**config.mk**
```make
export PLATFORM = sky130hd
export DESIGN_NAME = rx_seq_monitor_flat
export DESIGN_NICKNAME = d
export VERILOG_FILES = /design/src/rtl/rx_seq_monitor_pkg.sv /design/src/rtl/rx_seq_monitor_if.sv /design/src/rtl/rx_seq_monitor_sat_counter.sv /design/src/rtl/rx_seq_monitor.sv /design/src/flat_wrapper.sv
export SDC_FILE = /design/constraint.sdc
export NUM_CORES = 1
export LEC_CHECK = 0
export ABC_AREA = 1
export BUFFER_PORTS_ARGS = -buffer_cell sky130_fd_sc_hd__buf_2
export CAP_MARGIN = 20
export CORE_UTILIZATION = 59
export DETAILED_ROUTE_END_ITERATION = 8
export GPL_TIMING_DRIVEN = 0
export HOLD_SLACK_MARGIN = 0.02
export PLACE_DENSITY = 0.84
export SLEW_MARGIN = 30
export SYNTH_ARGS = -nofsm -noshare
export SYNTH_HDL_FRONTEND = slang
export SYNTH_HIERARCHICAL = 1
export SYNTH_SLANG_ARGS = --single-unit
```
**constraint.sdc**
```tcl
create_clock -name user_clk -period 3.86 [get_ports user_clk]
set_input_delay 0.772 -clock user_clk [delete_from_list [all_inputs] [get_ports user_clk]]
set_output_delay 0.772 -clock user_clk [all_outputs]
set_load 0.05 [all_outputs]
```
**src/rtl/rx_seq_monitor_pkg.sv**
```systemverilog
// Shared constants for the Aurora RX sequence monitor: default widths and FSM state encodings.
package rx_seq_monitor_pkg;

    localparam int unsigned DEF_DATA_WIDTH      = 32;
    localparam int unsigned DEF_CNT_WIDTH       = 32;
    localparam int unsigned DEF_MAX_FRAME_WORDS = 64;

    localparam logic [1:0] SEQMON_IDLE     = 2'd0;
    localparam logic [1:0] SEQMON_IN_FRAME = 2'd1;
    localparam logic [1:0] SEQMON_OVERSIZE = 2'd2;

endpackage

```
**src/rtl/rx_seq_monitor_if.sv**
```systemverilog
// AXI-Stream beat without tready; the Aurora RX path never applies backpressure.
interface rx_seq_monitor_if #(
    parameter int unsigned DATA_WIDTH = rx_seq_monitor_pkg::DEF_DATA_WIDTH
);
    logic                  tvalid;
    logic [DATA_WIDTH-1:0] tdata;
    logic                  tlast;

    modport master (output tvalid, output tdata, output tlast);
    modport slave  (input  tvalid, input  tdata, input  tlast);
endinterface

```
**src/rtl/rx_seq_monitor_sat_counter.sv**
```systemverilog
// Saturating accumulator: adds add_val_i when inc_i, clamps at all-ones, clr_i wins over inc_i.
module rx_seq_monitor_sat_counter #(
    parameter int unsigned WIDTH     = 32,
    parameter int unsigned ADD_WIDTH = 1
) (
    input  logic                 clk_i,
    input  logic                 rst_i,
    input  logic                 clr_i,
    input  logic                 inc_i,
    input  logic [ADD_WIDTH-1:0] add_val_i,
    output logic [WIDTH-1:0]     cnt_o
);
    localparam int unsigned SUM_WIDTH = ((WIDTH > ADD_WIDTH) ? WIDTH : ADD_WIDTH) + 1;

    logic [WIDTH-1:0]     cnt_q;
    logic [WIDTH-1:0]     cnt_d;
    logic [SUM_WIDTH-1:0] sum_c;
    logic [SUM_WIDTH-1:0] max_c;

    always_comb begin
        sum_c = SUM_WIDTH'(cnt_q) + SUM_WIDTH'(add_val_i);
        max_c = SUM_WIDTH'({WIDTH{1'b1}});
        cnt_d = cnt_q;
        if (clr_i) begin
            cnt_d = '0;
        end else if (inc_i) begin
            cnt_d = (sum_c > max_c) ? {WIDTH{1'b1}} : WIDTH'(sum_c);
        end
    end

    always_ff @(posedge clk_i) begin
        if (rst_i) cnt_q <= '0;
        else       cnt_q <= cnt_d;
    end

    assign cnt_o = cnt_q;
endmodule

```
**src/rtl/rx_seq_monitor.sv**
```systemverilog
// In-line Aurora RX monitor: forwards beats with one cycle of latency and checks the
// per-frame sequence word carried on the tlast beat.
module rx_seq_monitor
    import rx_seq_monitor_pkg::*;
#(
    parameter int unsigned DATA_WIDTH      = DEF_DATA_WIDTH,
    parameter int unsigned CNT_WIDTH       = DEF_CNT_WIDTH,
    parameter int unsigned MAX_FRAME_WORDS = DEF_MAX_FRAME_WORDS
) (
    input  logic                  user_clk,
    input  logic                  sys_reset,
    rx_seq_monitor_if.slave       s_axis,
    rx_seq_monitor_if.master      m_axis,
    input  logic                  ctrl_clear,
    output logic [CNT_WIDTH-1:0]  stat_frames,
    output logic [CNT_WIDTH-1:0]  stat_seq_err,
    output logic [CNT_WIDTH-1:0]  stat_lost,
    output logic [CNT_WIDTH-1:0]  stat_oversize,
    output logic [DATA_WIDTH-1:0] stat_last_seq,
    output logic                  stat_seq_valid
);
    localparam int unsigned WCNT_WIDTH = $clog2(MAX_FRAME_WORDS + 1);

    logic                  tvalid_q;
    logic [DATA_WIDTH-1:0] tdata_q;
    logic                  tlast_q;

    logic [1:0]            state_q, state_d;
    logic [WCNT_WIDTH-1:0] wcnt_q, wcnt_d;
    logic [DATA_WIDTH-1:0] last_seq_q;
    logic                  seq_valid_q;

    logic                  seq_chk_c, frame_done_c, oversize_c;
    logic [DATA_WIDTH-1:0] exp_seq_c, delta_c;
    logic                  seq_err_c, fwd_gap_c;

    // Pass-through register; data is never altered or dropped.
    always_ff @(posedge user_clk) begin
        if (sys_reset) begin
            tvalid_q <= 1'b0;
            tdata_q  <= '0;
            tlast_q  <= 1'b0;
        end else begin
            tvalid_q <= s_axis.tvalid;
            tdata_q  <= s_axis.tdata;
            tlast_q  <= s_axis.tlast;
        end
    end

    assign m_axis.tvalid = tvalid_q;
    assign m_axis.tdata  = tdata_q;
    assign m_axis.tlast  = tlast_q;

    always_ff @(posedge user_clk) begin
        if (sys_reset) begin
            state_q <= SEQMON_IDLE;
            wcnt_q  <= '0;
        end else begin
            state_q <= state_d;
            wcnt_q  <= wcnt_d;
        end
    end

    always_comb begin
        state_d      = state_q;
        wcnt_d       = wcnt_q;
        seq_chk_c    = 1'b0;
        frame_done_c = 1'b0;
        oversize_c   = 1'b0;
        if (s_axis.tvalid) begin
            case (state_q)
                SEQMON_IDLE: begin
                    if (s_axis.tlast) begin
                        seq_chk_c    = 1'b1;
                        frame_done_c = 1'b1;
                    end else begin
                        state_d = SEQMON_IN_FRAME;
                        wcnt_d  = WCNT_WIDTH'(1);
                    end
                end
                SEQMON_IN_FRAME: begin
                    wcnt_d = wcnt_q + WCNT_WIDTH'(1);
                    if (s_axis.tlast) begin
                        seq_chk_c    = 1'b1;
                        frame_done_c = 1'b1;
                        state_d      = SEQMON_IDLE;
                        wcnt_d       = '0;
                    end else if (wcnt_d >= WCNT_WIDTH'(MAX_FRAME_WORDS)) begin
                        state_d    = SEQMON_OVERSIZE;
                        oversize_c = 1'b1;
                    end
                end
                SEQMON_OVERSIZE: begin
                    if (s_axis.tlast) begin
                        frame_done_c = 1'b1;
                        state_d      = SEQMON_IDLE;
                        wcnt_d       = '0;
                    end
                end
                default: begin
                    state_d = SEQMON_IDLE;
                    wcnt_d  = '0;
                end
            endcase
        end
    end

    // Modular distance from the expected number; MSB set means duplicate or backwards step.
    always_comb begin
        exp_seq_c = last_seq_q + DATA_WIDTH'(1);
        delta_c   = s_axis.tdata - exp_seq_c;
        seq_err_c = seq_valid_q && (delta_c != '0);
        fwd_gap_c = seq_err_c && !delta_c[DATA_WIDTH-1];
    end

    // Every checked tlast re-baselines, even alongside a clear.
    always_ff @(posedge user_clk) begin
        if (sys_reset) begin
            last_seq_q  <= '0;
            seq_valid_q <= 1'b0;
        end else if (seq_chk_c) begin
            last_seq_q  <= s_axis.tdata;
            seq_valid_q <= 1'b1;
        end else if (ctrl_clear) begin
            seq_valid_q <= 1'b0;
        end
    end

    assign stat_last_seq  = last_seq_q;
    assign stat_seq_valid = seq_valid_q;

    rx_seq_monitor_sat_counter #(.WIDTH(CNT_WIDTH), .ADD_WIDTH(1)) u_cnt_frames (
        .clk_i(user_clk), .rst_i(sys_reset), .clr_i(ctrl_clear),
        .inc_i(frame_done_c), .add_val_i(1'b1), .cnt_o(stat_frames)
    );

    rx_seq_monitor_sat_counter #(.WIDTH(CNT_WIDTH), .ADD_WIDTH(1)) u_cnt_seq_err (
        .clk_i(user_clk), .rst_i(sys_reset), .clr_i(ctrl_clear),
        .inc_i(seq_chk_c && seq_err_c), .add_val_i(1'b1), .cnt_o(stat_seq_err)
    );

    rx_seq_monitor_sat_counter #(.WIDTH(CNT_WIDTH), .ADD_WIDTH(DATA_WIDTH)) u_cnt_lost (
        .clk_i(user_clk), .rst_i(sys_reset), .clr_i(ctrl_clear),
        .inc_i(seq_chk_c && fwd_gap_c), .add_val_i(delta_c), .cnt_o(stat_lost)
    );

    rx_seq_monitor_sat_counter #(.WIDTH(CNT_WIDTH), .ADD_WIDTH(1)) u_cnt_oversize (
        .clk_i(user_clk), .rst_i(sys_reset), .clr_i(ctrl_clear),
        .inc_i(oversize_c), .add_val_i(1'b1), .cnt_o(stat_oversize)
    );
endmodule

```
**src/flat_wrapper.sv**
```systemverilog
// flat-port wrapper written by rule: the top's interface ports become plain ports
module rx_seq_monitor_flat import rx_seq_monitor_pkg::*;
#(
    parameter int unsigned DATA_WIDTH      = DEF_DATA_WIDTH,
    parameter int unsigned CNT_WIDTH       = DEF_CNT_WIDTH,
    parameter int unsigned MAX_FRAME_WORDS = DEF_MAX_FRAME_WORDS
)
  (user_clk, sys_reset, ctrl_clear, stat_frames, stat_seq_err, stat_lost, stat_oversize, stat_last_seq, stat_seq_valid, s_axis_tvalid, s_axis_tdata, s_axis_tlast, m_axis_tvalid, m_axis_tdata, m_axis_tlast);
  rx_seq_monitor_if #(.DATA_WIDTH(DATA_WIDTH)) s_axis_i ();
  rx_seq_monitor_if #(.DATA_WIDTH(DATA_WIDTH)) m_axis_i ();
  input  logic user_clk;
  input  logic sys_reset;
  input  logic ctrl_clear;
  output logic [CNT_WIDTH-1:0] stat_frames;
  output logic [CNT_WIDTH-1:0] stat_seq_err;
  output logic [CNT_WIDTH-1:0] stat_lost;
  output logic [CNT_WIDTH-1:0] stat_oversize;
  output logic [DATA_WIDTH-1:0] stat_last_seq;
  output logic stat_seq_valid;
  input wire logic [$bits(s_axis_i.tvalid)-1:0] s_axis_tvalid;
  input wire logic [$bits(s_axis_i.tdata)-1:0] s_axis_tdata;
  input wire logic [$bits(s_axis_i.tlast)-1:0] s_axis_tlast;
  output wire logic [$bits(m_axis_i.tvalid)-1:0] m_axis_tvalid;
  output wire logic [$bits(m_axis_i.tdata)-1:0] m_axis_tdata;
  output wire logic [$bits(m_axis_i.tlast)-1:0] m_axis_tlast;
  assign s_axis_i.tvalid = s_axis_tvalid;
  assign s_axis_i.tdata = s_axis_tdata;
  assign s_axis_i.tlast = s_axis_tlast;
  assign m_axis_tvalid = m_axis_i.tvalid;
  assign m_axis_tdata = m_axis_i.tdata;
  assign m_axis_tlast = m_axis_i.tlast;
  rx_seq_monitor #(.DATA_WIDTH(DATA_WIDTH), .CNT_WIDTH(CNT_WIDTH), .MAX_FRAME_WORDS(MAX_FRAME_WORDS)) u_core (.user_clk(user_clk), .sys_reset(sys_reset), .s_axis(s_axis_i), .m_axis(m_axis_i), .ctrl_clear(ctrl_clear), .stat_frames(stat_frames), .stat_seq_err(stat_seq_err), .stat_lost(stat_lost), .stat_oversize(stat_oversize), .stat_last_seq(stat_last_seq), .stat_seq_valid(stat_seq_valid));
endmodule
```
Word level (Yosys, flattened, before mapping) --
Cells that the tools add are included.
Word-level totals: logic and storage cells 65, bits of input ports 37, flip-flop bits (word level) 204, output and inout port bits 195
Cells by class: reduce and logical (&&, ||, !) cells 13, $add $sub $neg 7, $lt $le $gt $ge 5, muxes and demuxes 24, equal/unequal tests 5
Operators by type and width (count):
- $gt A33 B32 Y1 const B | 4
- $mux W32 | 4
- $add A32 B1 Y33 const B | 3
- $add A32 B32 Y33 | 1
- $add A32 B1 Y32 const B | 1
- $reduce_bool A32 Y1 | 1
- $sub A32 B32 Y32 | 1
- $mux W7 | 3
- $pmux W7 S3 | 1
- $mux W1 | 11
- $mux W2 | 4
- $add A7 B1 Y7 const B | 1
- $ge A7 B7 Y1 const B | 1
- $pmux W2 S3 | 1
- $logic_and A1 B1 Y1 | 4
- $ne A2 B2 Y1 const B | 2
- $reduce_and A4 Y1 | 1
- $reduce_or A2 Y1 | 2
- $ne A3 B2 Y1 const B | 1
- $reduce_and A3 Y1 | 1
- $reduce_or A3 Y1 | 1
- $eq A2 B1 Y1 const B | 1
- $eq A2 B2 Y1 const B | 1
- $logic_not A2 Y1 | 1
- other kinds (2) | 2

Logic depth before layout (Yosys ltp) --
Gate-level depths: netlist of the first run.
word-level depth 6, mapped depth 26, depth with buffers taken out 26

Hierarchy --
Netlist of the first run, hierarchy kept.
By module, submodules not included:
- rx_seq_monitor_sat_counter at u_core.u_cnt_frames ... | cells an instance 327, seq. area each 640.6 um^2, times used 3, area each 2149.6 um^2
- rx_seq_monitor | cells an instance 866, seq. area each 1521.5 um^2, times used 1, area each 5235.0 um^2
- rx_seq_monitor_sat_counter at u_core.u_cnt_lost | cells an instance 680, seq. area each 640.6 um^2, times used 1, area each 3794.9 um^2

Worst setup path after synthesis of the first run --
No wires, ideal clock.
path kind input -> register, start input port s_axis_tdata[0], end register u_core.u_cnt_lost.cnt_q[27], in the netlist u_core/u_cnt_lost/cnt_o[27], library setup time 0.122 ns, required time 3.738 ns, path buffers 1, data arrival time 3.351 ns, path slack 0.387 ns, cell stages on the path 22, path through ha_1 -> fa_1 -> nand3_1 -> nand2_2 -> nand2_2 -> nand2_2 -> nand3_1 -> nand2_1 -> nand2_1 -> nand3b_1 -> nand2_1 -> inv_1 -> ha_1 -> nand2_1 -> nor2_1 -> nand2_2 -> inv_1 -> a21oi_4 -> nand2_4 -> nor2_4 -> buf_12 -> a21oi_2
Between the ends: longest elaborated chain between the ends 5, elaborated cells between the ends (all ways) 9, classes of those cells 2 x add/sub; 1 x order compare; 1 x mux; 5 x reduce/logical
Ends and longest elaborated chain:
- start, declared | RTL line flat_wrapper.sv:21 | input wire logic [$bits(s_axis_i.tdata)-1:0] s_axis_tdata;
- $sub A32 B32 Y32 * | RTL line rx_seq_monitor.sv:111 | delta_c = s_axis.tdata - exp_seq_c;
- named net u_core.delta_c[30] | RTL line rx_seq_monitor.sv:34 | logic [DATA_WIDTH-1:0] exp_seq_c, delta_c;
- parallel branches: the longest is 4 deep, another holds $add A32 B32 Y33
- end signal, assigned | RTL line rx_seq_monitor_sat_counter.sv:33 | else cnt_q <= cnt_d;
- end, declared | RTL line rx_seq_monitor_sat_counter.sv:15 | logic [WIDTH-1:0] cnt_q;
Mark *: on every way through the listed nets, which the timed path passes. A chain may end at the register's enable or synchronous reset.

Worst setup path after layout of the first run --
start register u_core.last_seq_q[0], in the netlist u_core/stat_last_seq[0], end register u_core.u_cnt_lost.cnt_q[20], in the netlist u_core/u_cnt_lost/cnt_o[20]
Between the ends: longest elaborated chain between the ends 6, elaborated cells between the ends (all ways) 10, classes of those cells 3 x add/sub; 1 x order compare; 1 x mux; 5 x reduce/logical
Ends and longest elaborated chain:
- start, declared | RTL line rx_seq_monitor.sv:30 | logic [DATA_WIDTH-1:0] last_seq_q;
- start signal, assigned | RTL line rx_seq_monitor.sv:122 | last_seq_q <= s_axis.tdata;
- $add A32 B1 Y32 * | RTL line rx_seq_monitor.sv:110 | exp_seq_c = last_seq_q + DATA_WIDTH'(1);
- $sub A32 B32 Y32 * | RTL line rx_seq_monitor.sv:111
- named net u_core.delta_c[12] | RTL line rx_seq_monitor.sv:34
- parallel branches: the longest is 4 deep, another holds $add A32 B32 Y33
Marks and branches as above.

==> impl_metrics.env, run 1 <==
export IMPL_outcome="complete, no violations"
export IMPL_drtPass1Iterations=6
export IMPL_cts_sinks=204
export IMPL_hold_violations=0
export IMPL_ys_types=38
export IMPL_drive_above_1_share=0.181
export IMPL_min_path_type="input pin to register"
export IMPL_maxSlewHeadroom=0.577
export IMPL_clkTransAtPathRegs_ns=0.06
export IMPL_critPathKind="register to register"
export IMPL_slowest_delay_ns=0.39
export IMPL_avgSynthCellArea_sq_um=6.13
export IMPL_slowest_stage="fa_2"
export IMPL_top_usage_layer="met2"
export IMPL_multi_input_area_sq_um=9770
export IMPL_final_period_utilization=0.937
export IMPL_post_route_min_period_ns=3.62
export IMPL_cts_inserted_buffers=24
export IMPL_die_h_um=164
export IMPL_core_region_area_sq_um=25500
export IMPL_grt_overflow=0
export IMPL_synth_top_cell_area_share=0.264
export IMPL_worstPathArrival_ns=4.04
export IMPL_dp_hpwl_um=37600
export IMPL_met3_usage=0.0455
export IMPL_grt_usage=0.349
export IMPL_regArea_sq_um=4080
export IMPL_rows=58
export IMPL_h_tree_depth=1
export IMPL_hold_depth=3
export IMPL_wire_per_inst_um=15.2
export IMPL_worstRegToRegCells=21
export IMPL_grt_use_met1=0.450
export IMPL_tightest_slew_ns=0.634
export IMPL_start_util=0.608
export IMPL_dieArea_sq_um=26900
export IMPL_grt_pass1_wl_um=75000
export IMPL_cpMostUsedCell="inv_1"
export IMPL_grt_antenna_before_repair=3
export IMPL_io_buffers=231
export IMPL_whs_ns=0.476
export IMPL_crit_chain="inv_1 -> ha_1 -> fa_2 -> nand3_1 -> nand2_2 -> nand3_1 -> nand3_2 -> xnor2_1 -> inv_1 -> ha_1 -> nand2_1 -> inv_1 -> nand2_2 -> inv_1 -> a21oi_2 -> nand2_4 -> nand2_4 -> nand3_4 -> buf_6 -> nor2_1 -> nor2_1"
export IMPL_power_leakage_nw=9.07
export IMPL_crit_fanout=10
export IMPL_fin_skew_ns=0.00843
export IMPL_crit_required_ns=4.28
export IMPL_yosys_area_top_type="dfxtp_1"
export IMPL_vias_per_cell=5.31
export IMPL_rsz0062_at_grt="no"
export IMPL_cts_tree="built"
export IMPL_setup_worst_path_end_class="register"
export IMPL_synth_area_leaders="dfxtp_1, nand2_1, inv_1"
export IMPL_dp_cells=3093
export IMPL_area_growth_pct=16.3
export IMPL_wirelength_um=47700
export IMPL_clockRootBuffer="clkbuf_16"
export IMPL_worstSetupStartpointType="register"
export IMPL_ys_warnings_count=6
export IMPL_postRouteAntennaNets=0
export IMPL_synth_cell_area_sq_um=15500
export IMPL_synth_cells=2527
export IMPL_grt_max_degree=14
export IMPL_yosysSeqAreaShare=0.264
export IMPL_fin_cells=3139
export IMPL_drt_iter0_markers=1432
export IMPL_clock_path_buffers=3
export IMPL_drc=0
export IMPL_nNetsFinal=2901
export IMPL_nFillCells=2309
export IMPL_vias=16700
export IMPL_clock_fmax_ghz=0.276
export IMPL_cap_viol_max_count=0
export IMPL_io_pins=232
export IMPL_die_width_um=164
export IMPL_ys_ff_latch=204
export IMPL_utilization=0.707
export IMPL_slew_violations=0
export IMPL_met2_usage=0.587
export IMPL_ir_drop_mv=0.332
export IMPL_grt_pass1_vias=15100
export IMPL_routabilityCongestion=0.970
export IMPL_p_per_area_nw_per_um2=348
export IMPL_setup_violations=0
export IMPL_clock_latency_ns=0.53
-- routing by layer --
| layer | wire length [um] | vias up |
|---|---|---|
| met2 | 22000 | 639 |
| met3 | 3450 | 140 |
| met1 | 20300 | 7532 |
| li1 | - | 8346 |
| met5 | 13 | - |
| met4 | 1980 | 2 |
-- metrics by stage --
stage                     setup TNS [ns]  power, W  instance area (sq um)  worst slack [ns]
after floorplan                        0   0.00336                  15500             0.387
after global placement             -9.09   0.00373                  17100            -0.297
after detailed placement          -10.65   0.00376                  17100            -0.292
after CTS                              0   0.00626                  17900             0.178
after global routing                   0   0.00652                  18000           0.00207
final                                  0   0.00626                  18000             0.241
-- logic make-up (layout without fill, tap and decap cells) --
| family | after synthesis | after routing | share of synthesized area |
|---|---|---|---|
| buf+inv | 434 | 709 | 0.110 |
| compound gates | 326 | 326 | 0.113 |
| simple gates | 1417 | 1417 | 0.412 |
| xor+xnor | 70 | 70 | 0.0401 |
| fa+ha+maj | 75 | 75 | 0.0616 |
| flops | 204 | 204 | 0.264 |
| other cells | 1 | 8 | 0.000242 |
-- repair_timing --
action,CTS,global route
buffers inserted,0,0
resized for setup,0,23
hold buffers,0,0
setup endpoints to repair,0,30
-- placed cells by master (no fill, tap or decap), types with 5 or more instances in the layout --
cell	count
nand2_1	763
inv_1	375
nor2_1	312
buf_2	231
dfxtp_1	204
o21ai_0	176
a21oi_1	103
nor2_2	92
nand3_1	74
ha_1	65
nand2_2	44
clkbuf_1	40
xnor2_1	40
nand3b_1	39
xor2_1	29
clkbuf_16	24
a31oi_1	22
a21oi_2	20
nand4_1	16
nor2_4	15
nor3_1	15
inv_2	13
nand2_4	13
and2_1	13
nand3_2	8
ha_2	7
conb_1	6
bufinv_16	5
clkinv_2	5
-- worst paths after layout --
kind | slack (ns) | endpoint | start
max | 0.24 | u_core/u_cnt_lost/cnt_o[20] | u_core/stat_last_seq[0]
min | 0.48 | u_core/m_axis.tdata[22] | s_axis_tdata[22]
min reg2reg | 0.49 | u_core/wcnt_q[6] | u_core/wcnt_q[6]
max reg2reg | 0.24 | u_core/u_cnt_lost/cnt_o[20] | u_core/stat_last_seq[0]
-- worst max-delay path, delay by kind of cell (launching register included) --
family                     cells  cell delay, ns
and+or+nand+nor               11            1.19
adders and majority gates      3            0.99
buffers and inverters          5            0.49
DFF                            1            0.35
AOI/OAI and AO/OA              1            0.18
xor gates and xnor gates       1            0.28
-- report_power, final --
| group | internal [W] | switching, W |
|---|---|---|
| registers | 0.00217 | 0.0000581 |
| clock network | 0.00154 | 0.000964 |
| logic | 0.000440 | 0.00109 |
-- layout make-up --
cell class / instances / area share
flip-flops and latches: 204 / 0.227
clock buffers: 30 / 0.0363
inverters: 389 / 0.0811
clock inverters: 14 / 0.0120
diodes: 2 / 0.000278
multi-input cells: 1894 / 0.543
well taps: 330 / 0.0229
plain buffers: 45 / 0.0136
repair buffers: 231 / 0.0642
-- flip-flops by register name, indices dropped and copies added, names as in the netlist, 2 cells and up --
register	flops
u_core/m_axis.tdata	32
u_core/stat_last_seq	32
u_core/state_q	2
u_core/u_cnt_frames/cnt_o	32
u_core/u_cnt_lost/cnt_o	32
u_core/u_cnt_oversize/cnt_o	32
u_core/u_cnt_seq_err/cnt_o	32
u_core/wcnt_q	7
-- cell usage after synthesis --
master and number:
a21o_1 1, a21oi_1 107, a21oi_2 16, a21oi_4 1, a31oi_1 22, and2_1 13, buf_12 4, buf_6 1
clkbuf_1 40, clkinv_1 1, conb_1 1, dfxtp_1 204, fa_1 2, ha_1 73, inv_1 375, inv_2 13
nand2_1 764, nand2_2 43, nand2_4 13, nand3_1 74, nand3_2 8, nand3_4 4, nand3b_1 39, nand4_1 16
nor2_1 315, nor2_2 89, nor2_4 15, nor2_8 4, nor3_1 15, nor3b_1 1, nor4_1 1, o21ai_0 176
o21ai_2 1, o21bai_1 2, or2_2 3, xnor2_1 40, xor2_1 29, xor2_2 1
No activity file was read; power rests on OpenSTA's default activity.
==> run 2, diff against run 1 <==
ABC_AREA = default   (was 1)
CORE_UTILIZATION = 57   (was 59)
clock period = 4.1 ns   (was 3.86 ns; I/O delays follow)
==> impl_metrics.env, run 2 <==
export IMPL_grt_pass1_vias=12600
export IMPL_clkTransAtPathRegs_ns=0.06
export IMPL_cts_sinks=204
export IMPL_setup_violations=57
export IMPL_ys_ff_latch=204
export IMPL_core_region_area_sq_um=21300
export IMPL_maxSlewHeadroom=0.390
export IMPL_synth_fa_ha_area_frac=0.0762
export IMPL_cts_hold_buf=0
export IMPL_die_h_um=150
export IMPL_ys_types=87
export IMPL_yosysSeqAreaShare=0.326
export IMPL_synth_xor_area_share=0.0433
export IMPL_dp_hpwl_um=28700
export IMPL_async_reset_ff_frac=0
export IMPL_io_pins=232
export IMPL_yosysMostFrequentCell="dfxtp_1"
export IMPL_drc=0
export IMPL_crit_required_ns=4.55
export IMPL_synthSimpleGateAreaFrac=0.263
export IMPL_fin_ws_ns=-0.412
export IMPL_critPathKind="input pin to register"
export IMPL_outcome="finished, violations left"
export IMPL_nFillCells=1459
export IMPL_die_width_um=150
export IMPL_yosys_area_top_type="dfxtp_1"
export IMPL_cap_viol_max_count=0
export IMPL_drtPass1Iterations=8
export IMPL_hold_violations=0
export IMPL_nNetsFinal=1998
export IMPL_ir_drop_mv=0.283
export IMPL_grt_overflow=0
export IMPL_grt_max_degree=14
export IMPL_power_leakage_nw=6.88
export IMPL_setup_worst_path_end_class="register"
export IMPL_drt_iter0_markers=1217
export IMPL_setup_tns_ns=-10.52
export IMPL_synth_edff_count=0
export IMPL_synth_mux_area_frac=0.00290
export IMPL_synth_cells=1548
export IMPL_post_route_min_period_ns=4.51
export IMPL_synth_area_leaders="dfxtp_1, ha_1, a21oi_1"
export IMPL_violations="setup timing"
export IMPL_grt_usage=0.345
export IMPL_worstPathArrival_ns=4.97
export IMPL_worstSetupStartpointType="input pin"
export IMPL_cts_tree="built"
export IMPL_clockRootBuffer="clkbuf_16"
export IMPL_final_common_cell="buf_2"
export IMPL_clock_latency_ns=0.54
export IMPL_synth_top_cell_area_share=0.326
export IMPL_min_path_type="register to register"
export IMPL_power_frac_seq=0.360
export IMPL_grt_antenna_before_repair=1
export IMPL_rsz0062_at_grt="yes"
export IMPL_power_frac_comb=0.253
export IMPL_regArea_sq_um=4100
export IMPL_fin_skew_ns=0.0204
export IMPL_synth_top_family_by_area="simple AND/OR/NAND/NOR gates"
export IMPL_synth_cell_area_sq_um=12500
export IMPL_h_tree_depth=1
export IMPL_dp_slack_ns=-1.44
export IMPL_tightest_slew_ns=0.908
export IMPL_mostFrequentLayoutCells="buf_2, dfxtp_1, nand2_1, a21oi_1, nor2_1"
export IMPL_clock_path_buffers=3
export IMPL_p_per_area_nw_per_um2=339
export IMPL_power_switching_w=0.00178
export IMPL_grt_pass1_wl_um=62700
export IMPL_routabilityCongestion=0.996
export IMPL_area_growth_pct=33.8
export IMPL_synth_top_flop_cell="dfxtp_1"
export IMPL_crit_fanout=4
export IMPL_ys_warnings_count=6
export IMPL_dieArea_sq_um=22500
export IMPL_final_period_utilization=1.10
export IMPL_wirelength_um=43500
export IMPL_cts_inserted_buffers=24
export IMPL_start_util=0.588
export IMPL_synth_compound_area_share=0.242
export IMPL_p_int_w=0.00390
export IMPL_clock_fmax_ghz=0.222
export IMPL_rows=53
export IMPL_vias_per_cell=6.45
export IMPL_p_sw_frac=0.314
export IMPL_wire_per_inst_um=20.0
export IMPL_utilization=0.786
export IMPL_p_clk_frac=0.387
export IMPL_drive_above_1_share=0.320
export IMPL_slew_violations=0
export IMPL_vias=14000
export IMPL_postRouteAntennaNets=0
export IMPL_synth_common_cells="dfxtp_1, a21oi_1, nand2_1, o21ai_0, nor2_1"
export IMPL_io_buffers=229
export IMPL_multi_input_area_sq_um=8950
export IMPL_avgSynthCellArea_sq_um=8.08
[run 2: kinds of logic (layout without fill, tap and decap cells)]
logic type / count (synthesis) / count (layout)
xor+xnor: 61 / 61
other cells: 1 / 8
buf+inv: 131 / 479
mux: 3 / 3
fa+ha+maj: 75 / 75
flops: 204 / 204
compound gates: 478 / 478
simple gates: 595 / 595
[run 2: through the flow]
step	area (sq um)	power [W]	hold slack (ns)	std cells
floorplan	12700	0.00288	0.449	1553
global placement	14200	0.00311	0.451	2057
detailed placement	14200	0.00314	0.459	2057
CTS	15800	0.00547	0.463	2143
global route	16700	0.00587	0.475	2176
finish	16700	0.00568	0.468	2178
[run 2: path summary, 6_finish.rpt]
path	startpoint	slack [ns]	cells after the start	endpoint
worst max-delay path	s_axis_tdata[0]	-0.41	20	u_core/u_cnt_lost/cnt_o[31]
worst min-delay path	u_core/stat_last_seq[7]	0.47	2	u_core/stat_last_seq[7]
worst max register to register	u_core/stat_last_seq[0]	-0.39	20	u_core/u_cnt_lost/cnt_o[31]
worst min register to register	u_core/stat_last_seq[7]	0.47	2	u_core/stat_last_seq[7]
[run 2: layout make-up]
type                    instances  share of cell area
diodes                          2            0.000299
plain buffers                  56              0.0209
clock buffers                  28              0.0392
clock inverters                13             0.00927
inverters                      70              0.0160
multi-input cells            1218               0.535
flip-flops and latches        204               0.245
well taps                     275              0.0206
repair buffers                312               0.114
[run 2: worst max-delay path: stages]
cell and delay (ns):
buf_8 0.10, ha_4 0.15, fa_2 0.33, a21o_1 0.24, a221oi_4 0.33, o21ai_4 0.13
buf_4 0.18, a21oi_4 0.18, a31oi_4 0.14, xor2_4 0.20, ha_4 0.31, nand2_2 0.08
nor2_4 0.17, nand2_4 0.10, o41ai_4 0.42, nor4_2 0.10, nor3_2 0.31, a41oi_2 0.20
mux2_4 0.34, a21oi_2 0.12
[run 2: layer usage]
metal / vias up / GRT usage / wire length (um)
met5: - / 0 / 0
met4: 0 / 0.152 / 2360
met3: 225 / 0.0612 / 4350
li1: 6409 / - / -
met1: 6512 / 0.427 / 16400
met2: 894 / 0.583 / 20400
[run 2: power by group through the flow]
stage	sequential (W)	combinational, W	clock (W)
after floorplan	0.00221	0.000673	0
after global placement	0.00208	0.00103	0
after detailed placement	0.00208	0.00105	0
after CTS	0.00204	0.00120	0.00222
after global routing	0.00205	0.00152	0.00230
final	0.00204	0.00144	0.00220
[run 2: what timing repair did]
action,in CTS,in global routing
setup endpoints to repair,64,63
buffers inserted,48,31
cloned,0,4
resized for setup,96,146
pin swaps,68,65
==> run 3, diff against run 2 <==
CORE_UTILIZATION = 50   (was 57)
MAX_ROUTING_LAYER = met4   (was default)
PLACE_DENSITY = 0.75   (was 0.84)
==> impl_metrics.env, run 3 (synthesis gave the netlist of run 2 again) <==
export IMPL_power_frac_comb=0.231
export IMPL_fin_skew_ns=0.0203
export IMPL_die_h_um=160
export IMPL_setup_violations=43
export IMPL_cap_viol_max_count=0
export IMPL_cts_inserted_buffers=24
export IMPL_dp_hpwl_um=29000
export IMPL_h_tree_depth=1
export IMPL_nNetsFinal=1967
export IMPL_clockRootBuffer="clkbuf_16"
export IMPL_total_power_w=0.00540
export IMPL_vias=13200
export IMPL_outcome="finished, violations left"
export IMPL_routabilityCongestion=0.966
export IMPL_cts_sinks=204
export IMPL_drtPass1Iterations=6
export IMPL_vias_per_cell=6.01
export IMPL_grt_overflow=0
export IMPL_power_switching_w=0.00166
export IMPL_rsz0062_at_grt="yes"
export IMPL_fin_cells=2197
export IMPL_drive_above_1_share=0.285
export IMPL_crit_chain="buf_8 -> ha_4 -> fa_2 -> a21o_1 -> a221o_1 -> o211ai_1 -> buf_4 -> a21oi_4 -> o21a_1 -> or2_4 -> ha_4 -> and3_4 -> and3_4 -> inv_4 -> a311oi_4 -> nor2_2 -> o21a_1 -> buf_6 -> a31o_1 -> nor3_2"
export IMPL_critPathKind="input pin to register"
export IMPL_hold_violations=0
export IMPL_die_width_um=160
export IMPL_dieArea_sq_um=25700
export IMPL_cp_buffers_inverters=4
export IMPL_grt_max_degree=13
export IMPL_clock_latency_ns=0.53
export IMPL_crit_required_ns=4.55
export IMPL_grt_antenna_before_repair=2
export IMPL_grt_usage=0.303
export IMPL_worstSetupStartpointType="input pin"
export IMPL_post_route_min_period_ns=4.29
export IMPL_slowest_delay_ns=0.35
export IMPL_slowest_stage="a221o_1"
export IMPL_p_per_area_nw_per_um2=335
export IMPL_area_growth_pct=28.8
export IMPL_power_frac_seq=0.378
export IMPL_core_region_area_sq_um=24500
export IMPL_p_sw_frac=0.308
export IMPL_ir_drop_mv=0.457
export IMPL_violations="setup timing"
export IMPL_clock_path_buffers=3
export IMPL_io_buffers=229
export IMPL_start_util=0.511
export IMPL_final_period_utilization=1.05
export IMPL_maxSlewHeadroom=0.359
export IMPL_setup_worst_path_end_class="register"
export IMPL_postRouteAntennaNets=0
export IMPL_mostFrequentLayoutCells="buf_2, dfxtp_1, nand2_1, a21oi_1, o21ai_0"
export IMPL_grt_pass1_vias=12100
export IMPL_clock_fmax_ghz=0.233
export IMPL_drc=0
export IMPL_whs_ns=0.471
export IMPL_final_common_cell="buf_2"
export IMPL_wirelength_um=39600
export IMPL_grt_pass1_wl_um=61900
export IMPL_io_pins=232
export IMPL_drt_iter0_markers=1177
export IMPL_cts_tree="built"
export IMPL_tightest_slew_ns=0.953
export IMPL_fin_ws_ns=-0.190
export IMPL_wire_per_inst_um=18.0
export IMPL_p_clk_frac=0.391
export IMPL_utilization=0.659
export IMPL_critical_path_top_delay_family="compound AO/OA/AOI/OAI gates"
export IMPL_min_path_type="register to register"
export IMPL_crit_fanout=5
export IMPL_rows=57
export IMPL_clkTransAtPathRegs_ns=0.06
export IMPL_p_int_w=0.00374
export IMPL_worstPathArrival_ns=4.74
export IMPL_power_leakage_nw=6.62
export IMPL_slew_violations=0
export IMPL_dp_cells=2106
[run 3: changes by cell type in the layout (fill, tap and decap cells not counted), sizes merged]
cell    delta
buf       -31
bufinv     -2
clkbuf     +4
clkinv     -1
[run 3: layer usage]
layer,up-vias,wire [um],global-route usage
li1,6339,-,-
met1,6229,16900,0.387
met2,549,18500,0.487
met3,87,3050,0.0519
met4,0,1120,0.0939
met5,-,0,-
[run 3: what timing repair did]
| item | in CTS | in global routing |
|---|---|---|
| cloned | 0 | 3 |
| resized for setup | 72 | 57 |
| hold buffers | 0 | 0 |
| endpoints found under the hold margin | 0 | 0 |
| setup endpoints to repair | 64 | 64 |
| buffers inserted | 32 | 17 |
| pin swaps | 44 | 20 |
[run 3: area by class of cell]
class | count | area, sq um
diodes | 2 | 5.00
repair buffers | 280 | 1590
fillers | 2066 | 8350
inverters | 70 | 265
clock inverters | 10 | 78.8
plain buffers | 57 | 333
multi-input cells | 1218 | 8640
well taps | 324 | 405
clock buffers | 32 | 702
flip-flops and latches | 204 | 4090
[run 3: power groups by stage]
stage	clock network, W	logic, W	registers, W
2_1_floorplan	0	0.000673	0.00221
3_3_place_gp	0	0.00104	0.00208
3_5_place_dp	0	0.00106	0.00208
4_1_cts	0.00215	0.00116	0.00204
5_1_grt	0.00224	0.00134	0.00204
6_report	0.00211	0.00125	0.00204
[run 3: path summary, 6_finish.rpt]
check                           start  depth (start not counted)                     endpoint  slack (ns)
max                   s_axis_tdata[0]                         20  u_core/u_cnt_lost/cnt_o[30]       -0.19
min          u_core/stat_last_seq[25]                          2     u_core/stat_last_seq[25]        0.47
max reg2reg   u_core/stat_last_seq[0]                         20  u_core/u_cnt_lost/cnt_o[30]       -0.15
min reg2reg  u_core/stat_last_seq[25]                          2     u_core/stat_last_seq[25]        0.47
[run 3: worst min-delay path, delay by kind of cell, from the launching register on]
kind | cells | cell delay, ns
flops | 1 | 0.32
simple gates | 1 | 0.05
compound gates | 1 | 0.05
[run 3: metrics by stage]
step	instance area, sq um	setup slack (ns)	setup TNS (ns)
5_1_grt	16100	-0.343	-9.43
3_5_place_dp	14300	-1.46	-58.45
2_1_floorplan	12700	-0.372	-4.49
6_report	16100	-0.190	-4.13
3_3_place_gp	14300	-1.38	-54.87
4_1_cts	15700	-0.141	-0.736
